[config.mk]
export PLATFORM = sky130hd
export DESIGN_NAME = hc_sr04_ranger
export DESIGN_NICKNAME = d
export VERILOG_FILES = /design/src/rtl/hc_sr04_ranger.sv
export SDC_FILE = /design/constraint.sdc
export NUM_CORES = 1
export LEC_CHECK = 0
export ABC_AREA = 1
export BUFFER_PORTS_ARGS = -buffer_cell sky130_fd_sc_hd__buf_2
export CORE_MARGIN = 2
export CORE_UTILIZATION = 40
export CTS_CLUSTER_DIAMETER = 40
export DETAILED_ROUTE_END_ITERATION = 10
export PLACE_DENSITY = 0.61
export SLEW_MARGIN = 20
export SYNTH_ARGS = -nofsm -noshare
export SYNTH_HDL_FRONTEND = slang
export SYNTH_SLANG_ARGS = --single-unit
[constraint.sdc]
create_clock -name clk -period 4.43 [get_ports clk]
set_clock_uncertainty 0.2 [all_clocks]
set_input_delay 0.443 -clock clk [delete_from_list [all_inputs] [get_ports clk]]
set_output_delay 0.443 -clock clk [all_outputs]
set_load 0.1 [all_outputs]
[src/rtl/hc_sr04_ranger.sv]
// hc_sr04_ranger: HC-SR04 trigger/echo ranging controller.
// Echo width is turned into centimetres by a per-cm prescaler.
module hc_sr04_ranger #(
    parameter int TRIG_CYCLES    = 250,
    parameter int CLKS_PER_CM    = 1450,
    parameter int MAX_CM         = 400,
    parameter int WAIT_TIMEOUT   = 750000,
    parameter int HOLDOFF_CYCLES = 1500000,
    parameter int DIST_W         = 16
) (
    input  logic              clk,
    input  logic              rst,
    input  logic              cont,
    input  logic              start,
    input  logic              echo,
    output logic              trigger,
    output logic [DIST_W-1:0] distance_cm,
    output logic              valid,
    output logic              timeout,
    output logic              busy
);
    localparam int TM0 = (WAIT_TIMEOUT > HOLDOFF_CYCLES) ? WAIT_TIMEOUT : HOLDOFF_CYCLES;
    localparam int TMX = (TM0 > TRIG_CYCLES) ? TM0 : TRIG_CYCLES;
    localparam int TW  = $clog2(TMX + 1);
    localparam int CW  = $clog2(MAX_CM + 1);
    localparam int SW  = $clog2(CLKS_PER_CM + 1);

    localparam logic [TW-1:0] TRIG_LAST = TW'(TRIG_CYCLES - 1);
    localparam logic [TW-1:0] WAIT_LAST = TW'(WAIT_TIMEOUT - 1);
    localparam logic [TW-1:0] HOLD_LAST = TW'(HOLDOFF_CYCLES - 1);
    localparam logic [SW-1:0] SUB_LAST  = SW'(CLKS_PER_CM - 1);
    localparam logic [CW-1:0] CM_MAX    = CW'(MAX_CM);

    typedef enum logic [2:0] {
        IDLE,
        TRIG,
        WAIT_RISE,
        MEASURE,
        DONE_TO,
        HOLDOFF
    } state_t;

    state_t            state, state_n;
    logic [TW-1:0]     timer, timer_n;
    logic [CW-1:0]     cm_cnt, cm_n;
    logic [SW-1:0]     sub_cnt, sub_n;
    logic              echo_m, echo_s, echo_d;
    logic              trig_n, valid_n, to_n;
    logic [DIST_W-1:0] dist_n;
    logic              rise, fall;

    assign rise = echo_s & ~echo_d;
    assign fall = ~echo_s & echo_d;
    assign busy = (state != IDLE);

    always_ff @(posedge clk or posedge rst) begin
        if (rst) begin
            state       <= IDLE;
            timer       <= '0;
            cm_cnt      <= '0;
            sub_cnt     <= '0;
            echo_m      <= 1'b0;
            echo_s      <= 1'b0;
            echo_d      <= 1'b0;
            trigger     <= 1'b0;
            distance_cm <= '0;
            valid       <= 1'b0;
            timeout     <= 1'b0;
        end else begin
            state       <= state_n;
            timer       <= timer_n;
            cm_cnt      <= cm_n;
            sub_cnt     <= sub_n;
            echo_m      <= echo;
            echo_s      <= echo_m;
            echo_d      <= echo_s;
            trigger     <= trig_n;
            distance_cm <= dist_n;
            valid       <= valid_n;
            timeout     <= to_n;
        end
    end

    always_comb begin
        state_n = state;
        timer_n = timer;
        cm_n    = cm_cnt;
        sub_n   = sub_cnt;
        trig_n  = trigger;
        dist_n  = distance_cm;
        to_n    = timeout;
        valid_n = 1'b0;
        unique case (state)
            IDLE: begin
                if (cont || start) begin
                    state_n = TRIG;
                    trig_n  = 1'b1;
                    timer_n = '0;
                end
            end
            TRIG: begin
                if (timer == TRIG_LAST) begin
                    trig_n  = 1'b0;
                    timer_n = '0;
                    state_n = WAIT_RISE;
                end else begin
                    timer_n = timer + 1'b1;
                end
            end
            WAIT_RISE: begin
                // only a fresh low-to-high edge starts a measurement
                if (rise) begin
                    state_n = MEASURE;
                    cm_n    = '0;
                    sub_n   = '0;
                end else if (timer == WAIT_LAST) begin
                    state_n = DONE_TO;
                end else begin
                    timer_n = timer + 1'b1;
                end
            end
            MEASURE: begin
                if (fall) begin
                    dist_n  = DIST_W'(cm_cnt);
                    to_n    = 1'b0;
                    valid_n = 1'b1;
                    timer_n = '0;
                    state_n = HOLDOFF;
                end else if (cm_cnt == CM_MAX) begin
                    state_n = DONE_TO;
                end else if (echo_s) begin
                    if (sub_cnt == SUB_LAST) begin
                        sub_n = '0;
                        cm_n  = cm_cnt + 1'b1;
                    end else begin
                        sub_n = sub_cnt + 1'b1;
                    end
                end
            end
            DONE_TO: begin
                dist_n  = DIST_W'(MAX_CM);
                to_n    = 1'b1;
                valid_n = 1'b1;
                timer_n = '0;
                state_n = HOLDOFF;
            end
            HOLDOFF: begin
                if (timer == HOLD_LAST) begin
                    state_n = IDLE;
                end else begin
                    timer_n = timer + 1'b1;
                end
            end
            default: state_n = IDLE;
        endcase
    end
endmodule
==> out/results.ini <==
[synthesis]
synth.most_common_cell = nand2_1
syn_area_um2 = 3800
synth_compound_area_frac = 0.0814
yosysSeqAreaShare = 0.389
synthAdderAreaFrac = 0.0198
synth_area_leaders = dfrtp_1 39%, nand2_1 19%, nor2_1 7.1%
yosysWarnings = 0
synthCells = 567
synthArstFlopShare = 1.00
syn_avg_cell_area_um2 = 6.70
synth-xor-area-share = 0.0254
synthMuxAreaShare = 0
synthFlopType = dfrtp_1
yosys.area.top_type_share = 0.389
synth_edf_count = 0
ys_ff_latch = 59
ys_types = 29
synth_top_family_by_area = simple AND/OR/NAND/NOR gates
synthSimpleGateAreaFrac = 0.386
yosysTopAreaCell = dfrtp_1
ys_top_cells_by_count = 192 x nand2_1, 72 x nor2_1, 61 x inv_1, 59 x dfrtp_1, 40 x nand3_1

[clock_network]
clkTransAtPathRegs_ps = 80
post_cts_buffers = 0
clk_path_buf_depth = 2
clk_latency_ps = 350
cts_sinks = 59
numCtsBuffers = 9
clock-root-buffer = clkbuf_8
htreeDepth = 3
tritoncts = built

[power_and_ir_drop]
p_per_area_nw_per_um2 = 260
ir_worst_vdd_v = 0.000162
leakagePower_uw = 0.00196

[drt]
top_layer = met4
viasPerCell = 4.95
wire_per_inst_um = 12.5
vias = 3560
initialDrtViolationCount = 227
first_pass_iters = 5
met1_length_mm = 4.57
route.detailed.drc = 0
wl_met2_mm = 3.85
wl_met3_um = 408
drt-total-wl_mm = 8.97
drtAntennaViolNets = 0

[worst_setup_path]
worst-setup-path-type = reg -> reg
path_max_fanout = 32
critical_path.startpoint_type = register
worstPathArrival_ps = 2590
cp-end-kind = register
cp.required_ps = 4510

[sta]
worst_pin_slew_ps = 754
slew_headroom = 0.497
rsz0062_at_grt = false
whs_ps = 112
setup_violations = 0
min_period_ps = 2510
min_period_over_period = 0.566
finalHoldViolCount = 0
max_freq_mhz = 399
finalSetupTns_ps = 0
slew_viol_final = 0

[placed_design]
gp_congestion = 0.924
dpl.hpwl_mm = 6.40
portBuffers = 17
place_inst = 702

[layout]
fin_util = 0.450
areaGrowthSynthToFinish_pct = 9.39
n_antenna_cell = 0
fillCellCount = 951
stdcell_count = 719
nets = 596
drive_gt1_frac = 0.0831

[job]
max-cap-violations = 0

[global_route]
grt_usage = 0.186
overflow = 0
antenna_found_initial = 0
grt_first_pass_wirelength_mm = 15.3
grt_start_max_net_pins = 60
grt_pass1_vias = 3264

[die]
rows = 35
initial_core_util = 0.411
die_x_um = 101
die_h_um = 101
coreArea_um2 = 9240
dieArea_um2 = 10300
io_pins = 25

[hold_path]
hold_path.class = in -> async

[run_status]
status = finished clean

==> cells in the final DEF, fill, tap and decap left out, types with 2 or more instances in the layout <==
cell,n
nand2_1,192
nor2_1,72
inv_1,60
dfrtp_1,59
nand3_1,40
o21ai_1,28
buf_2,17
o21ai_0,16
nand4_1,14
xor2_1,10
a21oi_1,10
clkbuf_8,9
nor3_1,8
nand3b_1,7
conb_1,7
inv_2,6
ha_1,6
nand2_2,4
nor2_2,3
o211ai_1,3
and2_1,3
nand3_2,2
or2_2,2
clkbuf_1,2
clkinvlp_4,2
==> worst paths after layout <==
check / slack, ps / from / cells past startpoint / endpoint
setup / recovery: 1920 / timer[0] / 8 / timer[17]
hold / removal: 110 / rst / 3 / sub_cnt[2]
setup reg to reg: 1920 / timer[0] / 8 / timer[17]
hold reg to reg: 160 / echo_m / 0 / echo_s
max in group asynchronous: 3420 / rst / 3 / state[1]
min in group clk: 160 / echo_m / 0 / echo_s
==> sequential cells by signal (all words and copies together) (netlist names) <==
| register | flops |
|---|---|
| echo_s | 1 |
| distance_cm | 9 |
| state | 3 |
| timeout | 1 |
| sub_cnt | 11 |
| trigger | 1 |
| echo_d | 1 |
| cm_cnt | 9 |
| echo_m | 1 |
| valid | 1 |
| timer | 21 |
==> per-stage QoR <==
stage                     worst slack, ps  cell area (µm²)  power [µW]
after floorplan                      2330             3820         591
after global placement               2010             3950         592
after detailed placement             1940             3950         592
after CTS                            1920             4160        1090
after global routing                 1680             4160        1120
final                                1920             4160        1080
==> layer usage <==
layer  vias up  GRT usage
met5         -          0
met1      1651      0.271
met3        15     0.0317
met4         0     0.0717
li1       1818          -
met2        76      0.277
==> cell type report <==
cell class | instances | area, µm² | share of cell area
inverters | 66 | 248 | 0.0596
multi-input cells | 430 | 1970 | 0.475
clock buffers | 11 | 131 | 0.0316
well taps | 129 | 161 | 0.0388
repair buffers | 19 | 103 | 0.0247
flip-flops and latches | 59 | 1480 | 0.355
clock inverters | 5 | 62.6 | 0.0151
==> where the power goes <==
group          internal [µW]  switching (µW)  leakage [µW]
clock network            263             237     0.0000901
logic                   2.95            38.1       0.00109
registers                540           0.680      0.000777
total                    806             276       0.00196
==> cell families after synthesis <==
logic type,Yosys count
other,1
xor gates and xnor gates,11
buffers and inverters,84
and+or+nand+nor,347
adders and majority gates,6
AOI/OAI and AO/OA,59
DFF,59
==> timing repair <==
item                                   4_1_cts  5_1_grt
hold buffers                                 1        0
resized for setup                            0        0
endpoints found under the hold margin        1        0
setup endpoints to repair                    0        0
==> worst max-delay path, stage by stage (launching register included) <==
cell and delay, ps:
dfrtp_1 460, ha_1 310, nand3_1 200, nor2_1 100, nand4_1 110, nand3_2 520
inv_2 390, nand2_1 100, nand2_1 60
(Power assumes the default switching activity.)
